`config.mk`:
```
export PLATFORM = sky130hd
export DESIGN_NAME = bcd_mod60_counter
export DESIGN_NICKNAME = d
export VERILOG_FILES = /design/src/rtl/mod60_pkg.sv /design/src/rtl/bcd_digit_counter.sv /design/src/rtl/bcd_mod60_counter.sv
export SDC_FILE = /design/constraint.sdc
export NUM_CORES = 1
export LEC_CHECK = 0
export ABC_AREA = 1
export CORE_UTILIZATION = 39
export CTS_BUF_LIST = sky130_fd_sc_hd__clkbuf_4
export DETAILED_ROUTE_END_ITERATION = 6
export PLACE_DENSITY = 0.73
export RECOVER_POWER = 50
export SYNTH_ARGS = -nofsm -noshare
export SYNTH_HDL_FRONTEND = slang
export SYNTH_SLANG_ARGS = --single-unit
```
`constraint.sdc`:
```
create_clock -name clk -period 1.1 [get_ports clk]
set_clock_uncertainty 0.1 [all_clocks]
set_input_delay 0.33 -clock clk [delete_from_list [all_inputs] [get_ports clk]]
set_output_delay 0.33 -clock clk [all_outputs]
set_load 0.05 [all_outputs]
```
`src/rtl/mod60_pkg.sv`:
```
//------------------------------------------------------------------------------
// Module      : mod60_pkg
// Description : Shared digit limits and widths for the BCD modulo-60 counter.
// Revision    : 1.0  initial release
//------------------------------------------------------------------------------
`default_nettype none

package mod60_pkg;
    localparam int UNITS_MAX = 9;
    localparam int TENS_MAX  = 5;
    localparam int UNITS_W   = 4;
    localparam int TENS_W    = 3;
    localparam int COUNT_MAX = TENS_MAX * 10 + UNITS_MAX;
endpackage : mod60_pkg

`default_nettype wire

```
`src/rtl/bcd_digit_counter.sv`:
```
//------------------------------------------------------------------------------
// Module      : bcd_digit_counter
// Description : One BCD digit, 0..MAX, with load, up/down step and en-gated tc.
// Revision    : 1.0  initial release
//------------------------------------------------------------------------------
`default_nettype none

module bcd_digit_counter #(
    parameter int MAX   = 9,
    parameter int WIDTH = 4
) (
    input  logic             clk,
    input  logic             rst,
    input  logic [WIDTH-1:0] rst_val,
    input  logic             en,
    input  logic             up,
    input  logic             load,
    input  logic [WIDTH-1:0] load_val,
    output logic [WIDTH-1:0] q,
    output logic             tc
);

    localparam logic [WIDTH-1:0] c_max = WIDTH'(MAX);
    localparam logic [WIDTH-1:0] c_one = WIDTH'(1);

    logic [WIDTH-1:0] cnt_q;
    logic [WIDTH-1:0] cnt_d;

    always_comb begin
        cnt_d = cnt_q;
        if (load) begin
            cnt_d = load_val;
        end else if (en) begin
            if (up) begin
                cnt_d = (cnt_q == c_max) ? '0 : cnt_q + c_one;
            end else begin
                cnt_d = (cnt_q == '0) ? c_max : cnt_q - c_one;
            end
        end
    end

    always_ff @(posedge clk) begin
        if (rst) begin
            cnt_q <= rst_val;
        end else begin
            cnt_q <= cnt_d;
        end
    end

    // Terminal count is the wrap point in the current direction, only while stepping.
    assign tc = en & (up ? (cnt_q == c_max) : (cnt_q == '0));
    assign q  = cnt_q;

endmodule : bcd_digit_counter

`default_nettype wire

```
`src/rtl/bcd_mod60_counter.sv`:
```
//------------------------------------------------------------------------------
// Module      : bcd_mod60_counter
// Description : Two-digit BCD 00..59 counter with load, tc and carry pulse.
//               Define MOD60_DOWN_EN to add the up_dn direction input.
// Revision    : 1.0  initial release
//------------------------------------------------------------------------------
`default_nettype none

module bcd_mod60_counter
    import mod60_pkg::*;
#(
    parameter int RESET_VALUE = 0
) (
`ifdef MOD60_DOWN_EN
    input  logic              up_dn,
`endif
    input  logic              clk,
    input  logic              rst,
    input  logic              en,
    input  logic              load,
    input  logic [TENS_W-1:0]  load_tens,
    input  logic [UNITS_W-1:0] load_units,
    output logic [TENS_W-1:0]  tens,
    output logic [UNITS_W-1:0] units,
    output logic              tc,
    output logic              carry
);

    localparam int c_rv = ((RESET_VALUE >= 0) && (RESET_VALUE <= COUNT_MAX)) ? RESET_VALUE : 0;
    localparam logic [TENS_W-1:0]  c_rst_tens  = TENS_W'(c_rv / 10);
    localparam logic [UNITS_W-1:0] c_rst_units = UNITS_W'(c_rv % 10);
    localparam logic [TENS_W-1:0]  c_tens_max  = TENS_W'(TENS_MAX);
    localparam logic [UNITS_W-1:0] c_units_max = UNITS_W'(UNITS_MAX);

    logic                w_up;
    logic [TENS_W-1:0]   w_load_tens;
    logic [UNITS_W-1:0]  w_load_units;
    logic                w_units_tc;
    logic                w_tens_tc;
    logic                carry_q;
    logic                carry_d;

`ifdef MOD60_DOWN_EN
    assign w_up = up_dn;
`else
    assign w_up = 1'b1;
`endif

    // Illegal load digits clamp to the digit maximum so the state stays valid BCD.
    assign w_load_tens  = (load_tens  > c_tens_max)  ? c_tens_max  : load_tens;
    assign w_load_units = (load_units > c_units_max) ? c_units_max : load_units;

    bcd_digit_counter #(
        .MAX   (UNITS_MAX),
        .WIDTH (UNITS_W)
    ) u_units (
        .clk      (clk),
        .rst      (rst),
        .rst_val  (c_rst_units),
        .en       (en),
        .up       (w_up),
        .load     (load),
        .load_val (w_load_units),
        .q        (units),
        .tc       (w_units_tc)
    );

    bcd_digit_counter #(
        .MAX   (TENS_MAX),
        .WIDTH (TENS_W)
    ) u_tens (
        .clk      (clk),
        .rst      (rst),
        .rst_val  (c_rst_tens),
        .en       (w_units_tc),
        .up       (w_up),
        .load     (load),
        .load_val (w_load_tens),
        .q        (tens),
        .tc       (w_tens_tc)
    );

    // Tens tc already includes en and the units wrap, so it marks the full 00/59 wrap.
    assign tc      = w_tens_tc;
    assign carry_d = load ? 1'b0 : tc;

    always_ff @(posedge clk) begin
        if (rst) begin
            carry_q <= 1'b0;
        end else begin
            carry_q <= carry_d;
        end
    end

    assign carry = carry_q;

endmodule : bcd_mod60_counter

`default_nettype wire

```
==> results.json, run 1 <==
{
  "ys_ff_latch": 8,
  "die_x_um": 38.18,
  "yosysWarnings": 0,
  "syn-cell-area_um2": 510.5,
  "worst_endpoint": "tc",
  "clkSinkCount": 8,
  "start_util": 0.4416,
  "dp_hpwl_mm": 1.168,
  "worst_path_end_type": "output port",
  "dieHeight_um": 38.18,
  "gp_congestion": 0.7762,
  "yosysSeqAreaShare": 0.3137,
  "ys_top_cells_by_area": "dfxtp_1, nand2_1, inv_1",
  "synth_nets": 88,
  "synth_top_area_frac": 0.3137,
  "failed_stage": "global routing (5_1_grt)",
  "synth_cell_type_count": 22,
  "avgSynthCellArea_um2": 6.630,
  "dp_slack_ns": -0.5731,
  "cts_buffer_depth": 2,
  "cts.htree.levels": 1,
  "portBuffers": 19,
  "syn_inst": 77,
  "synth_top_area_cell": "dfxtp_1",
  "rows": 12,
  "status": "stopped before the end",
  "root_buffer": "clkbuf_4",
  "ctsHoldBuffers": 0,
  "placed_area_um2": 928.4,
  "error": "[ERROR DPL-0038] Utilization greater than 100%, impossible to legalize",
  "grt_max_degree": 7,
  "cts_buffers": 3,
  "ios": 20
}
[Yosys cell counts (all sizes together)]
library cell,n
nand4,2
a211oi,1
a31oi,1
a22oi,1
mux2i,1
a21oi,6
inv,13
buf,1
nor4,1
o22ai,1
nor2,12
xnor2,1
dfxtp,8
o21ai,5
nand2,16
nand3,7
[logic make-up after synthesis]
| logic type | after synthesis | synth area share |
|---|---|---|
| buffers and inverters | 14 | 0.1177 |
| flip-flops | 8 | 0.3137 |
| AO/OA/AOI/OAI | 15 | 0.1618 |
| multiplexers | 1 | 0.01961 |
| AND/OR/NAND/NOR | 38 | 0.3701 |
| XOR/XNOR | 1 | 0.01716 |
[per-stage QoR]
stage               cells  hold WS [ns]  utilization
CTS                   134        0.4099       0.9177
detailed placement    122        0.4619       0.8030
global placement      122        0.4621       0.8030
floorplan              77        0.2894            -
[what timing repair did]
item | in CTS
pin swaps | 3
gates cloned | 1
gates resized for setup | 17
endpoints found under the setup margin | 17
buffers inserted | 7
==> run 2: changes to the inputs <==
Settings changed: CORE_AREA set to 2 2 63 65, CORE_UTILIZATION 39 to unset, CTS_BUF_LIST sky130_fd_sc_hd__clkbuf_4 to unset, DIE_AREA set to 0 0 65 67, PLACE_DENSITY 0.73 to unset, PLACE_DENSITY_LB_ADDON set to 0.15.
Clock period 1.1 ns to 1.4 ns, I/O delays scaled along.
==> run 2 against run 1 <==
  * The flow now finishes, with violations (negative setup slack)
  * Synthesized area is the same
  * Synthesized cell count is the same
==> results.json, run 2 <==
{
  "status": "finished, violations left",
  "violations": "negative setup slack",
  "ctsHoldBuffers": 0,
  "p_sw_w": 0.0002547,
  "synth_top_area_frac": 0.3137,
  "cts_tree": "yes",
  "dieHeight_um": 67,
  "vias": 614,
  "yosysSeqAreaShare": 0.3137,
  "worstSetupPathType": "flop to primary output",
  "gp_congestion": 0.8150,
  "clkPwrFrac": 0.332,
  "root_buffer": "clkbuf_8",
  "dp_hpwl_mm": 1.292,
  "ys_top_cells_by_area": "dfxtp_1, nand2_1, inv_1",
  "grt_remaining_overflow": 0,
  "rsz0062_at_grt": "true",
  "first_pass_iters": 3,
  "synthMuxAreaShare": 0.01961,
  "vias_per_cell": 3.814,
  "period_share": 1.177,
  "cts_buffer_depth": 2,
  "synth_cell_type_count": 22,
  "setup_viol": 2,
  "core-area_um2": 3606,
  "path_clk_slew_ns": 0.04,
  "finalNetCount": 126,
  "p_sw_frac": 0.3052,
  "syn_to_final_growth_pct": 100.7,
  "synth_top_area_cell": "dfxtp_1",
  "maxSlewViolCount": 0,
  "start_util": 0.1416,
  "drt_iter0_drc": 30,
  "synth-simple-area-share": 0.3701,
  "internal_power_w": 0.0005798,
  "fmax_mhz": 607.1,
  "synth-compound-area-share": 0.1618,
  "min_period_ns": 1.647,
  "yosys-top-cells-count": "nand2_1, inv_1, nor2_1",
  "drive_gt1_frac": 0.3982,
  "hold_viol_final": 0,
  "fin_area_um2": 1025,
  "multiInputGateArea_um2": 302.8,
  "ys.flop_type": "dfxtp_1",
  "clk_latency_ns": 0.23,
  "n_antenna_cell": 0,
  "worstSetupEndpointType": "primary output",
  "cp-start-kind": "flop",
  "cp_max_fo": 2,
  "max_slew_margin": 0.8167,
  "syn_inst": 77,
  "mostFrequentLayoutCells": "nand2_1, buf_4, inv_1, nor2_1, buf_12",
  "synth_edf_count": 0,
  "grt_pass1_wl_mm": 2.677,
  "synth_nets": 88,
  "ios": 20,
  "synth.most_common_cell": "nand2_1",
  "grt_pass1_vias": 615,
  "crit_arrival_ns": 1.13,
  "cts.htree.levels": 1,
  "cap_violations": 0,
  "antenna_found_initial": 0,
  "p_comb_frac": 0.362,
  "seq_area_um2": 178.9,
  "p_per_area_nw_per_um2": 814.3,
  "grt_max_degree": 9,
  "setup_tns_ns": -0.2522,
  "rows": 22,
  "setup_ws_ns": -0.2473,
  "synthAdderAreaFrac": 0,
  "ys_ff_latch": 8,
  "layout_commonest_cell": "nand2_1",
  "async_flop_share": 0,
  "fillers": 404,
  "yosysWarnings": 0,
  "synth_top_family_by_area": "simple AND/OR/NAND/NOR gates",
  "cts_buffers": 3,
  "hold_class": "flop to flop",
  "irDropWorstVdd_mv": 0.2788,
  "largest_register_ffs": 4,
  "placed_area_um2": 968.4,
  "die_x_um": 65,
  "leakage_nw": 0.4449,
  "post-route-drc-count": 0,
  "syn-cell-area_um2": 510.5,
  "synth_xor_xnor_area_share": 0.01716,
  "wl_per_cell_um": 9.534,
  "avgSynthCellArea_um2": 6.630,
  "clkSinkCount": 8,
  "pwr-share-seq": 0.305,
  "crit_required_ns": 0.88,
  "worst_slew_pin_slew_ns": 0.2761,
  "portBuffers": 19,
  "postRouteAntennaNets": 0,
  "wl_mm": 1.535,
  "grt.total_usage": 0.08221,
  "die_area_um2": 4355
}
==> run 2: cell counts after synthesis <==
Identical to the previous run, type by type.
==> run 2: area by class of cell <==
class / count / share of cell area
well taps: 48 / 0.05861
inverters: 13 / 0.05006
flip-flops and latches: 8 / 0.1746
repair buffers: 34 / 0.3810
multi-input cells: 55 / 0.2955
clock buffers: 3 / 0.04029
==> run 2: cells by family (layout without fill, tap and decap cells) <==
logic type,after synthesis,in the layout
AO/OA/AOI/OAI,15,15
XOR/XNOR,1,1
buffers and inverters,14,50
flip-flops,8,8
multiplexers,1,1
AND/OR/NAND/NOR,38,38
==> run 2: final timing paths <==
path / to / start / cells after the start / slack [ns]
setup / recovery: tc / u_units.q[2]$_SDFFE_PP0P_ / 6 / -0.25
hold / removal: u_tens.q[1]$_SDFFE_PP0P_ / u_tens.q[1]$_SDFFE_PP0P_ / 4 / 0.47
setup reg to reg: u_tens.q[1]$_SDFFE_PP0P_ / u_units.q[2]$_SDFFE_PP0P_ / 9 / 0.15
hold reg to reg: u_tens.q[1]$_SDFFE_PP0P_ / u_tens.q[1]$_SDFFE_PP0P_ / 4 / 0.47
==> run 2: metal layers <==
| metal | global-route usage | vias up | wire length (um) |
|---|---|---|---|
| li1 | - | 324 | - |
| met1 | 0.09457 | 276 | 666 |
| met2 | 0.1366 | 12 | 777 |
| met3 | 0.02196 | 2 | 77 |
| met4 | 0.04787 | 0 | 14 |
| met5 | 0 | - | 0 |
==> run 2: worst max-delay path: stages, from the launching register on <==
cell and delay [ns]:
dfxtp_4 0.34, inv_4 0.06, nand2_4 0.05, nor2_4 0.13
nand2_4 0.07, nor2_4 0.11, buf_12 0.14
==> run 2: per-stage QoR <==
| stage | power, W | cells | utilization | hold WS, ns | worst slack [ns] |
|---|---|---|---|---|---|
| after CTS | 0.0008459 | 161 | 0.2845 | 0.4693 | -0.2771 |
| final | 0.0008345 | 161 | 0.2842 | 0.4666 | -0.2473 |
| after global routing | 0.0008926 | 161 | 0.2842 | 0.5188 | -0.3061 |
| after global placement | 0.0005582 | 156 | 0.2686 | 0.4684 | -0.5238 |
| after detailed placement | 0.0005578 | 156 | 0.2686 | 0.4634 | -0.5129 |
| after floorplan | 0.0004020 | 77 | - | 0.3794 | -0.1453 |
==> run 2: power groups by stage <==
stage / registers (W) / logic (W) / clock network (W)
2_1_floorplan: 0.000321 / 0.0000813 / 0
3_3_place_gp: 0.000257 / 0.000301 / 0
3_5_place_dp: 0.000257 / 0.000301 / 0
4_1_cts: 0.000253 / 0.000304 / 0.000289
5_1_grt: 0.000257 / 0.000326 / 0.000310
6_report: 0.000255 / 0.000302 / 0.000277
==> run 2: what timing repair did <==
action                                  CTS  global route
pin swaps                                 3             1
resized for setup                         4             4
endpoints found under the setup margin    6             4
setup buffers                             2             0
Note: power is estimated with default switching activity, not from simulation.
